[src/rtl/vip_pool_top.sv]
// Image front-end: input pixel FIFO, per-pixel channel max, 32x32 tile max-pool
// and a first-word-fall-through result FIFO tagged with an end-of-image flag.
module vip_pool_top #(
  parameter int WIDTH      = 224,
  parameter int HEIGHT     = 224,
  parameter int DATA_WIDTH = 32,
  parameter int IN_DEPTH   = 16,
  parameter int OUT_DEPTH  = 16
) (
  input  logic                  clock,
  input  logic                  resetn,
  input  logic [DATA_WIDTH-1:0] fifo_in_data_0,
  input  logic [DATA_WIDTH-1:0] fifo_in_data_1,
  input  logic [DATA_WIDTH-1:0] fifo_in_data_2,
  input  logic                  fifo_in_wrreq,
  output logic                  fifo_in_full,
  output logic [DATA_WIDTH:0]   fifo_out_data,
  input  logic                  fifo_out_rdreq,
  output logic                  fifo_out_empty
);

  localparam int DW  = DATA_WIDTH;
  localparam int IAW = $clog2(IN_DEPTH);
  localparam int OAW = $clog2(OUT_DEPTH);
  localparam int NB  = WIDTH >> 5;
  localparam int BW  = (NB > 1) ? $clog2(NB) : 1;
  localparam int XW  = $clog2(WIDTH);
  localparam int YW  = $clog2(HEIGHT);

  localparam logic [IAW:0]  IN_FULL   = (IAW+1)'(IN_DEPTH);
  localparam logic [IAW:0]  IN_ONE    = (IAW+1)'(1);
  localparam logic [OAW:0]  OUT_FULL  = (OAW+1)'(OUT_DEPTH);
  localparam logic [OAW:0]  OUT_ONE   = (OAW+1)'(1);
  localparam logic [OAW:0]  OUT_LIMIT = (OAW+1)'(OUT_DEPTH - 2);
  localparam logic [XW-1:0] X_LAST    = XW'(WIDTH - 1);
  localparam logic [YW-1:0] Y_LAST    = YW'(HEIGHT - 1);

  function automatic logic signed [DW-1:0] smax(input logic signed [DW-1:0] a,
                                                 input logic signed [DW-1:0] b);
    return (a > b) ? a : b;
  endfunction

  // Input FIFO state
  logic [3*DW-1:0]      in_mem_q [IN_DEPTH];
  logic [IAW-1:0]       in_wr_ptr_q, in_rd_ptr_q;
  logic [IAW:0]         in_cnt_q, in_cnt_d;
  logic                 in_full_q, in_empty_q;
  logic                 in_wr_s, in_pop_s;
  logic [3*DW-1:0]      in_head_s;
  logic signed [DW-1:0] pix_s;

  // Position counters and stage register
  logic [XW-1:0]        x_q;
  logic [YW-1:0]        y_q;
  logic                 st_valid_q, st_first_q, st_last_q, st_class_q;
  logic [BW-1:0]        st_bx_q;
  logic signed [DW-1:0] st_p_q;

  // Accumulators
  logic signed [DW-1:0] acc_q [NB];
  logic signed [DW-1:0] acc_cur_s, acc_new_s;
  logic                 push_s;
  logic [DW:0]          push_data_s;

  // Output FIFO state
  logic [DW:0]          out_mem_q [OUT_DEPTH];
  logic [OAW-1:0]       out_wr_ptr_q, out_rd_ptr_q, out_rd_nxt_s;
  logic [OAW:0]         out_cnt_q, out_cnt_d;
  logic                 out_empty_q;
  logic [DW:0]          out_data_q, out_data_d;
  logic                 out_push_s, out_pop_s;

  // One output slot stays reserved for the pixel already sitting in the stage register.
  assign in_wr_s   = fifo_in_wrreq && !in_full_q;
  assign in_pop_s  = !in_empty_q && (out_cnt_q <= OUT_LIMIT);
  assign in_head_s = in_mem_q[in_rd_ptr_q];
  assign pix_s     = smax(smax(signed'(in_head_s[DW-1:0]), signed'(in_head_s[2*DW-1:DW])),
                          signed'(in_head_s[3*DW-1:2*DW]));

  // Input occupancy next-state
  always_comb begin
    in_cnt_d = in_cnt_q;
    case ({in_wr_s, in_pop_s})
      2'b10:   in_cnt_d = in_cnt_q + IN_ONE;
      2'b01:   in_cnt_d = in_cnt_q - IN_ONE;
      default: in_cnt_d = in_cnt_q;
    endcase
  end

  // Input FIFO pointers and flags
  always_ff @(posedge clock) begin
    if (resetn) begin
      in_wr_ptr_q <= {IAW{1'b0}};
      in_rd_ptr_q <= {IAW{1'b0}};
      in_cnt_q    <= {(IAW+1){1'b0}};
      in_full_q   <= 1'b0;
      in_empty_q  <= 1'b1;
    end else begin
      if (in_wr_s) in_wr_ptr_q <= in_wr_ptr_q + IAW'(1);
      if (in_pop_s) in_rd_ptr_q <= in_rd_ptr_q + IAW'(1);
      in_cnt_q   <= in_cnt_d;
      in_full_q  <= (in_cnt_d == IN_FULL);
      in_empty_q <= (in_cnt_d == {(IAW+1){1'b0}});
    end
  end

  // Input FIFO storage
  always_ff @(posedge clock) begin
    if (in_wr_s) in_mem_q[in_wr_ptr_q] <= {fifo_in_data_2, fifo_in_data_1, fifo_in_data_0};
  end

  // Raster position tracking and stage register load
  always_ff @(posedge clock) begin
    if (resetn) begin
      x_q        <= {XW{1'b0}};
      y_q        <= {YW{1'b0}};
      st_valid_q <= 1'b0;
      st_first_q <= 1'b0;
      st_last_q  <= 1'b0;
      st_class_q <= 1'b0;
      st_bx_q    <= {BW{1'b0}};
      st_p_q     <= {DW{1'b0}};
    end else begin
      st_valid_q <= in_pop_s;
      if (in_pop_s) begin
        st_p_q     <= pix_s;
        st_bx_q    <= BW'(x_q >> 3'd5);
        st_first_q <= (x_q[4:0] == 5'd0) && (y_q[4:0] == 5'd0);
        st_last_q  <= (x_q[4:0] == 5'd31) && (y_q[4:0] == 5'd31);
        st_class_q <= (x_q == X_LAST) && (y_q == Y_LAST);
        if (x_q == X_LAST) begin
          x_q <= {XW{1'b0}};
          y_q <= (y_q == Y_LAST) ? {YW{1'b0}} : y_q + YW'(1);
        end else begin
          x_q <= x_q + XW'(1);
        end
      end
    end
  end

  // The tile's first pixel restarts its column accumulator, which makes reset of acc unnecessary.
  assign acc_cur_s   = acc_q[st_bx_q];
  assign acc_new_s   = st_first_q ? st_p_q : smax(acc_cur_s, st_p_q);
  assign push_s      = st_valid_q && st_last_q;
  assign push_data_s = {st_class_q, acc_new_s};

  // Tile-column accumulator update
  always_ff @(posedge clock) begin
    if (st_valid_q) acc_q[st_bx_q] <= acc_new_s;
  end

  assign out_pop_s    = fifo_out_rdreq && !out_empty_q;
  assign out_push_s   = push_s && ((out_cnt_q != OUT_FULL) || out_pop_s);
  assign out_rd_nxt_s = out_rd_ptr_q + OAW'(1);

  // Output occupancy and registered head-of-queue word
  always_comb begin
    out_cnt_d  = out_cnt_q;
    out_data_d = out_data_q;
    case ({out_push_s, out_pop_s})
      2'b10:   out_cnt_d = out_cnt_q + OUT_ONE;
      2'b01:   out_cnt_d = out_cnt_q - OUT_ONE;
      default: out_cnt_d = out_cnt_q;
    endcase
    if (out_push_s && (out_empty_q || (out_pop_s && (out_cnt_q == OUT_ONE)))) begin
      out_data_d = push_data_s;
    end else if (out_pop_s && (out_cnt_q != OUT_ONE)) begin
      out_data_d = out_mem_q[out_rd_nxt_s];
    end else begin
      out_data_d = out_data_q;
    end
  end

  // Output FIFO pointers and flags
  always_ff @(posedge clock) begin
    if (resetn) begin
      out_wr_ptr_q <= {OAW{1'b0}};
      out_rd_ptr_q <= {OAW{1'b0}};
      out_cnt_q    <= {(OAW+1){1'b0}};
      out_empty_q  <= 1'b1;
      out_data_q   <= {(DW+1){1'b0}};
    end else begin
      if (out_push_s) out_wr_ptr_q <= out_wr_ptr_q + OAW'(1);
      if (out_pop_s) out_rd_ptr_q <= out_rd_nxt_s;
      out_cnt_q   <= out_cnt_d;
      out_empty_q <= (out_cnt_d == {(OAW+1){1'b0}});
      out_data_q  <= out_data_d;
    end
  end

  // Output FIFO storage
  always_ff @(posedge clock) begin
    if (out_push_s) out_mem_q[out_wr_ptr_q] <= push_data_s;
  end

  assign fifo_in_full   = in_full_q;
  assign fifo_out_empty = out_empty_q;
  assign fifo_out_data  = out_data_q;

endmodule

[config.mk]
export PLATFORM = sky130hd
export DESIGN_NAME = vip_pool_top
export DESIGN_NICKNAME = d
export VERILOG_FILES = /design/src/rtl/vip_pool_top.sv
export SDC_FILE = /design/constraint.sdc
export NUM_CORES = 2
export LEC_CHECK = 0
export CORE_ASPECT_RATIO = 0.9
export CORE_MARGIN = 1
export CORE_UTILIZATION = 55
export DETAILED_ROUTE_END_ITERATION = 12
export PLACE_DENSITY = 0.71
export SLEW_MARGIN = 0
export SYNTH_ARGS = -nofsm -noshare
export SYNTH_HDL_FRONTEND = slang
export SYNTH_SLANG_ARGS = --single-unit
[constraint.sdc]
create_clock -name clock -period 11.9 [get_ports clock]
set_input_delay 3.57 -clock clock [delete_from_list [all_inputs] [get_ports clock]]
set_output_delay 3.57 -clock clock [all_outputs]
set_load 0.02 [all_outputs]
# Word-level counts from Yosys, hierarchy flattened
# Memory sizes are Yosys's and may differ from the RTL's. A register that Yosys moved wholly into a read port is not among the register bits.
# Index checks and enable logic that the tools add are counted.
[classes] muxes=20 n_eq_ne=12 addsub=10 n_lt_le_gt_ge=4 n_reduce_logical=22
[op_table] cell="32-bit 2-to-1 mux" count=4
[op_table] cell="32-bit greater-than comparator" count=3
[op_table] cell="33-bit 2-to-1 mux" count=2
[op_table] cell="5-bit zero test" count=4
[op_table] cell="5-bit case mux with 2 select lines" count=2
[op_table] cell="4-bit by 1-bit adder with 4-bit output (second input constant)" count=4
[op_table] cell="8-bit by 1-bit adder with 8-bit output (second input constant)" count=2
[op_table] cell="8-bit equality test (second input constant)" count=2
[op_table] cell="8-bit 2-to-1 mux" count=2
[op_table] cell="5-bit equality test (second input constant)" count=3
[op_table] cell="1-bit logical AND" count=11
[op_table] cell="5-bit by 1-bit adder with 5-bit output (second input constant)" count=2
[op_table] cell="5-bit by 1-bit subtractor with 5-bit output (second input constant)" count=2
[op_table] cell="4-bit 2-to-1 mux" count=2
[op_table] cell="1-bit 2-to-1 mux" count=6
[op_table] cell="3-bit 2-to-1 mux" count=2
[op_table] cell="5-bit by 1-bit equality test with 1-bit output (second input constant)" count=1
[op_table] cell="5-bit by 4-bit <= comparator with 1-bit output (second input constant)" count=1
[op_table] cell="5-bit by 1-bit inequality test with 1-bit output (second input constant)" count=1
[op_table] cell="5-bit inequality test (second input constant)" count=1
[op_table] cell="2-bit by 1-bit equality test with 1-bit output (second input constant)" count=2
[op_table] cell="2-bit equality test (second input constant)" count=2
[op_table] cell="1-bit zero test" count=3
[op_table] cell="1-bit logical OR" count=2
[op_table] cell="other kinds (2)" count=2
[totals] mem_count=3 word_cells=89 regBits=117 ram_bits=2288 out_inout_bits=35 in_bits=100
[memory_table] name="in_mem_q" words=16 width=96 rd=1 rd_clocked_by_memory_dff=1 write_ports=1 line="44" source="logic [3*DW-1:0] in_mem_q [IN_DEPTH];"
[memory_table] name="out_mem_q" words=16 width=33 rd=1 rd_clocked_by_memory_dff=0 write_ports=1 line="66" source="logic [DW:0] out_mem_q [OUT_DEPTH];"
[memory_table] name="acc_q" words=7 width=32 rd=1 rd_clocked_by_memory_dff=1 write_ports=1 line="60" source="logic signed [DW-1:0] acc_q [NB];"

# Logic depth before layout (Yosys ltp)
[logic_depth] depth_word=7 ltp_mapped=27 ltp_nobuf=20

# Worst setup path before layout
# No wires, ideal clock.
[synth_path] kind="in2reg" start="input fifo_in_wrreq" end="memory in_mem_q[3][0] (netlist name) (enable)" arrival_ns=10.628 path_stages=4 required_time_ns=11.232 slack_ns=0.604 n_path_buf=1 setup_time_ns=0.668 cell_sequence="nor2b_1 clkbuf_1 nand2_1 nor3_1"
[synth_via] elab_chain_cells=3
[synth_lines] element="start, declared" line="15" source="input logic fifo_in_wrreq,"
[synth_lines] element="1-bit logical AND" line="74" source="assign in_wr_s = fifo_in_wrreq && !in_full_q;"
[synth_lines] element="1-bit 2-to-1 mux" line="109" source="if (in_wr_s) in_mem_q[in_wr_ptr_q] <= {fifo_in_data_2, fifo_in_data_1, fifo_in_data_0};"
[synth_lines] element="1-bit 2-to-1 mux (not written as such)" line="109"
[synth_lines] element="end, declared" line="44"
# No other way between the ends.

==> results.sh <==
export IMPL_cp_data_arrival_time_ns=9.99
export IMPL_tns_ns=0
export IMPL_async_flop_share_pct=0
export IMPL_place_congestion=0.908
export IMPL_wl_mm=227
export IMPL_cts_max_level=4
export IMPL_maxSlewHeadroom_pct=15.5
export IMPL_r2r_end="st_p_q[5]$_SDFFE_PP0P_"
export IMPL_finalSetupViolCount=0
export IMPL_antenna_found_initial=21
export IMPL_critPathCapture="st_p_q[5]$_SDFFE_PP0P_"
export IMPL_ys_seq_area_share_pct=74.8
export IMPL_io_pins=135
export IMPL_clock_sinks=2412
export IMPL_cts_buffer_depth=3
export IMPL_ys_ff_latch=2412
export IMPL_rsz0062_at_grt="no"
export IMPL_drc_errors=0
export IMPL_final_nets=4980
export IMPL_start_util_pct=55.5
export IMPL_fin_crit_sh_pct=77.8
export IMPL_ys_warn_count=0
export IMPL_wire_per_inst_microns=31.4
export IMPL_place_hpwl_mm=127
export IMPL_grt_max_degree=96
export IMPL_avgSynthCellArea_sq_um=21.1
export IMPL_hold_violations=0
export IMPL_ant_nets=0
export IMPL_via_per_inst=6.49
export IMPL_max_cap_viol_count=0
export IMPL_maxSlewViolCount=0
export IMPL_worst_slew_pin_slew_ns=1.25
export IMPL_p_comb_share_pct=27.4
export IMPL_crit_fanout=65
export IMPL_power_frac_clock_pct=28.6
export IMPL_clk_latency_ns=0.89
export IMPL_drive_gt1_share_pct=24.8
export IMPL_cts_hold_buffers_added=0
export IMPL_rr_worst_depth=20
export IMPL_cellLeakagePower_nw=33.2
export IMPL_die_h_microns=397
export IMPL_pwr_density_cell_nw_per_um2=228
export IMPL_power_mw=24.4
export IMPL_p_int_mw=16.9
export IMPL_globalRouteTotalUtil_pct=26.2
export IMPL_ir_worst_vdd_v=0.000184
export IMPL_r2r_slack_ns=2.64
export IMPL_vias=46900
export IMPL_synth_fp_nets=4727
export IMPL_area_growth_pct=12.4
export IMPL_synthFlopType="edfxtp_1"
export IMPL_cp_required_ns=12.63
export IMPL_rows=144
export IMPL_drtIter0Drc=5316
export IMPL_io_buffers=134
export IMPL_die_w_microns=440
export IMPL_synth_edff_count=2288
export IMPL_p_seq_share_pct=44.0
export IMPL_grt_pass1_wl_mm=327
export IMPL_critPathCaptureType="flop"
export IMPL_die_area_sq_um=175000
export IMPL_outcome="finished, final reports clean"
export IMPL_hp_class="reg2reg"
export IMPL_clock_skew_ns=0.0599
export IMPL_core_area_sq_um=172000
export IMPL_cts_tree="yes"
export IMPL_cts_resized_gates=0
export IMPL_clkTransAtPathRegs_ns=0.06
export IMPL_crit_type="reg2reg"
export IMPL_grt_overflow=0
export IMPL_yosys_cell_types_count=63
export IMPL_first_global_vias=46600
export IMPL_power_switching_mw=7.48
export IMPL_cts_root_buf="clkbuf_16"
export IMPL_min_period_ns=9.26
export IMPL_fmax_ghz=0.108
export IMPL_numCtsBuffers=224
export IMPL_synthesis_instances=4506
export IMPL_cts_setup_buffers=0
export IMPL_fin_util_pct=62.4
export IMPL_critPathLaunchType="flop"
export IMPL_firstDrtPassIters=5
export IMPL_swShare_pct=30.7
export IMPL_mappedNetlistArea_sq_um=95200
-- layout by cell type, fill, tap and decap left out, types with 69 or more instances in the layout --
| master | netlist | final |
|---|---|---|
| inv_1 | 133 | 133 |
| o21ai_0 | 69 | 69 |
| mux4_2 | 660 | 660 |
| nor2_1 | 116 | 93 |
| clkdlybuf4s50_1 | 0 | 133 |
| buf_4 | 0 | 130 |
| dfxtp_1 | 124 | 117 |
| edfxtp_1 | 2288 | 2288 |
| nand2_1 | 124 | 124 |
| ha_1 | 120 | 119 |
| clkbuf_16 | 0 | 228 |
-- through the flow --
stage               area [sq um]  instances  setup WS, ns  hold slack (ns)
floorplan                  95200       4506         0.604            0.437
global placement           99800       6795          3.01            0.461
finish                    107000       7214          2.64            0.476
CTS                       107000       7206          2.78            0.481
global route              107000       7212          2.34            0.506
detailed placement         99800       6795          2.84            0.472
-- area by class of cell --
cell class              instances  area [sq um]
flip-flops and latches       2412         71200
fillers                     11500         64500
multi-input cells            1714         22700
clock buffers                 294          6040
well taps                    2263          2830
repair buffers                274          2520
clock inverters               117          1140
inverters                     133           499
diodes                          7          17.5
-- routing by layer --
| layer | share of wire [%] | vias up | GRT usage, % | wire length [microns] |
|---|---|---|---|---|
| li1 | - | 19300 | - | - |
| met1 | 40 | 24900 | 37.4 | 90100 |
| met2 | 49 | 2254 | 41.8 | 111000 |
| met3 | 8.6 | 364 | 4.85 | 19400 |
| met4 | 2.6 | 20 | 7.45 | 5790 |
| met5 | 0.051 | - | 0 | 116 |
-- critical path: stages (launching register included) --
cell and delay, ns:
dfxtp_4 0.81, buf_12 0.53, mux4_2 0.56, mux2_2 0.27, o21ai_0 0.65, ha_1 0.30, nand3_1 0.11, or4_4 0.43
o31a_1 0.30, o21a_1 0.50, nor3_4 1.01, mux2i_1 0.41, inv_1 0.09, ha_1 0.35, nand4_1 0.19, nor4_2 0.43
nor3b_1 0.31, a211oi_2 0.08, buf_4 0.21, or4_1 1.02, o211ai_1 0.44
-- power groups by stage --
stage	Sequential (mW)	Combinational, mW	Clock (mW)
after floorplan	10.8	4.27	0
after global placement	10.9	6.48	0
after detailed placement	10.9	6.61	0
after CTS	10.7	6.64	7.05
after global routing	10.8	7.12	7.37
final	10.7	6.68	6.97
-- cell families after synthesis --
| group | share of synthesized area [%] |
|---|---|
| buffers and inverters | 1.58 |
| XOR/XNOR | 0.267 |
| AO/OA/AOI/OAI | 2.69 |
| adder cells (fa/ha/maj) | 1.60 |
| flip-flops | 74.8 |
| AND/OR/NAND/NOR | 2.15 |
| multiplexers | 16.9 |
-- how the worst min path moves through the flow --
stage                            start                      end  depth (start not counted)
2_1_floorplan  st_first_q$_SDFFE_PP0P_  st_first_q$_SDFFE_PP0P_                          2
4_1_cts         st_last_q$_SDFFE_PP0P_   st_last_q$_SDFFE_PP0P_                          2
6_report        st_last_q$_SDFFE_PP0P_   st_last_q$_SDFFE_PP0P_                          2
5_1_grt         st_last_q$_SDFFE_PP0P_   st_last_q$_SDFFE_PP0P_                          2
3_3_place_gp       x_q[1]$_SDFFE_PP0P_      x_q[1]$_SDFFE_PP0P_                          2
3_5_place_dp   st_bx_q[2]$_SDFFE_PP0P_                     flop                          2
-- cells in the mapped netlist, types with 15 or more instances --
cell type	number	area, sq um
a21oi_1	63	315
mux2_2	49	552
nor3_1	18	90.1
buf_2	50	250
o221ai_1	15	131
a22oi_1	34	255
nand4_1	26	163
dfxtp_1	124	2480
ha_1	120	1500
and2_1	18	113
xor2_1	20	175
o31a_1	18	158
clkbuf_1	168	631
nand2_1	124	465
mux2i_1	66	661
a211oi_1	67	503
nor2_1	116	435
o32ai_1	32	280
edfxtp_1	2288	68700
nor4_1	20	125
o21ai_0	69	345
inv_1	133	499
mux4_2	660	14900
buf_1	27	101
or3_1	37	231
o211ai_1	38	285
-- registers in the layout, summed over array words and instances (netlist names), named ones only --
name / count
fifo_in_full: 1
fifo_out_data: 33
y_q: 8
out_cnt_q: 5
st_valid_q: 1
out_mem_q: 528
in_rd_ptr_q: 4
in_wr_ptr_q: 4
out_wr_ptr_q: 4
st_first_q: 1
st_class_q: 1
acc_q: 224
out_rd_ptr_q: 4
in_cnt_q: 5
st_p_q: 32
st_last_q: 1
fifo_out_empty: 1
x_q: 8
in_mem_q: 1536
in_empty_q: 1
st_bx_q: 3
Power figures use the tool's default switching activity.
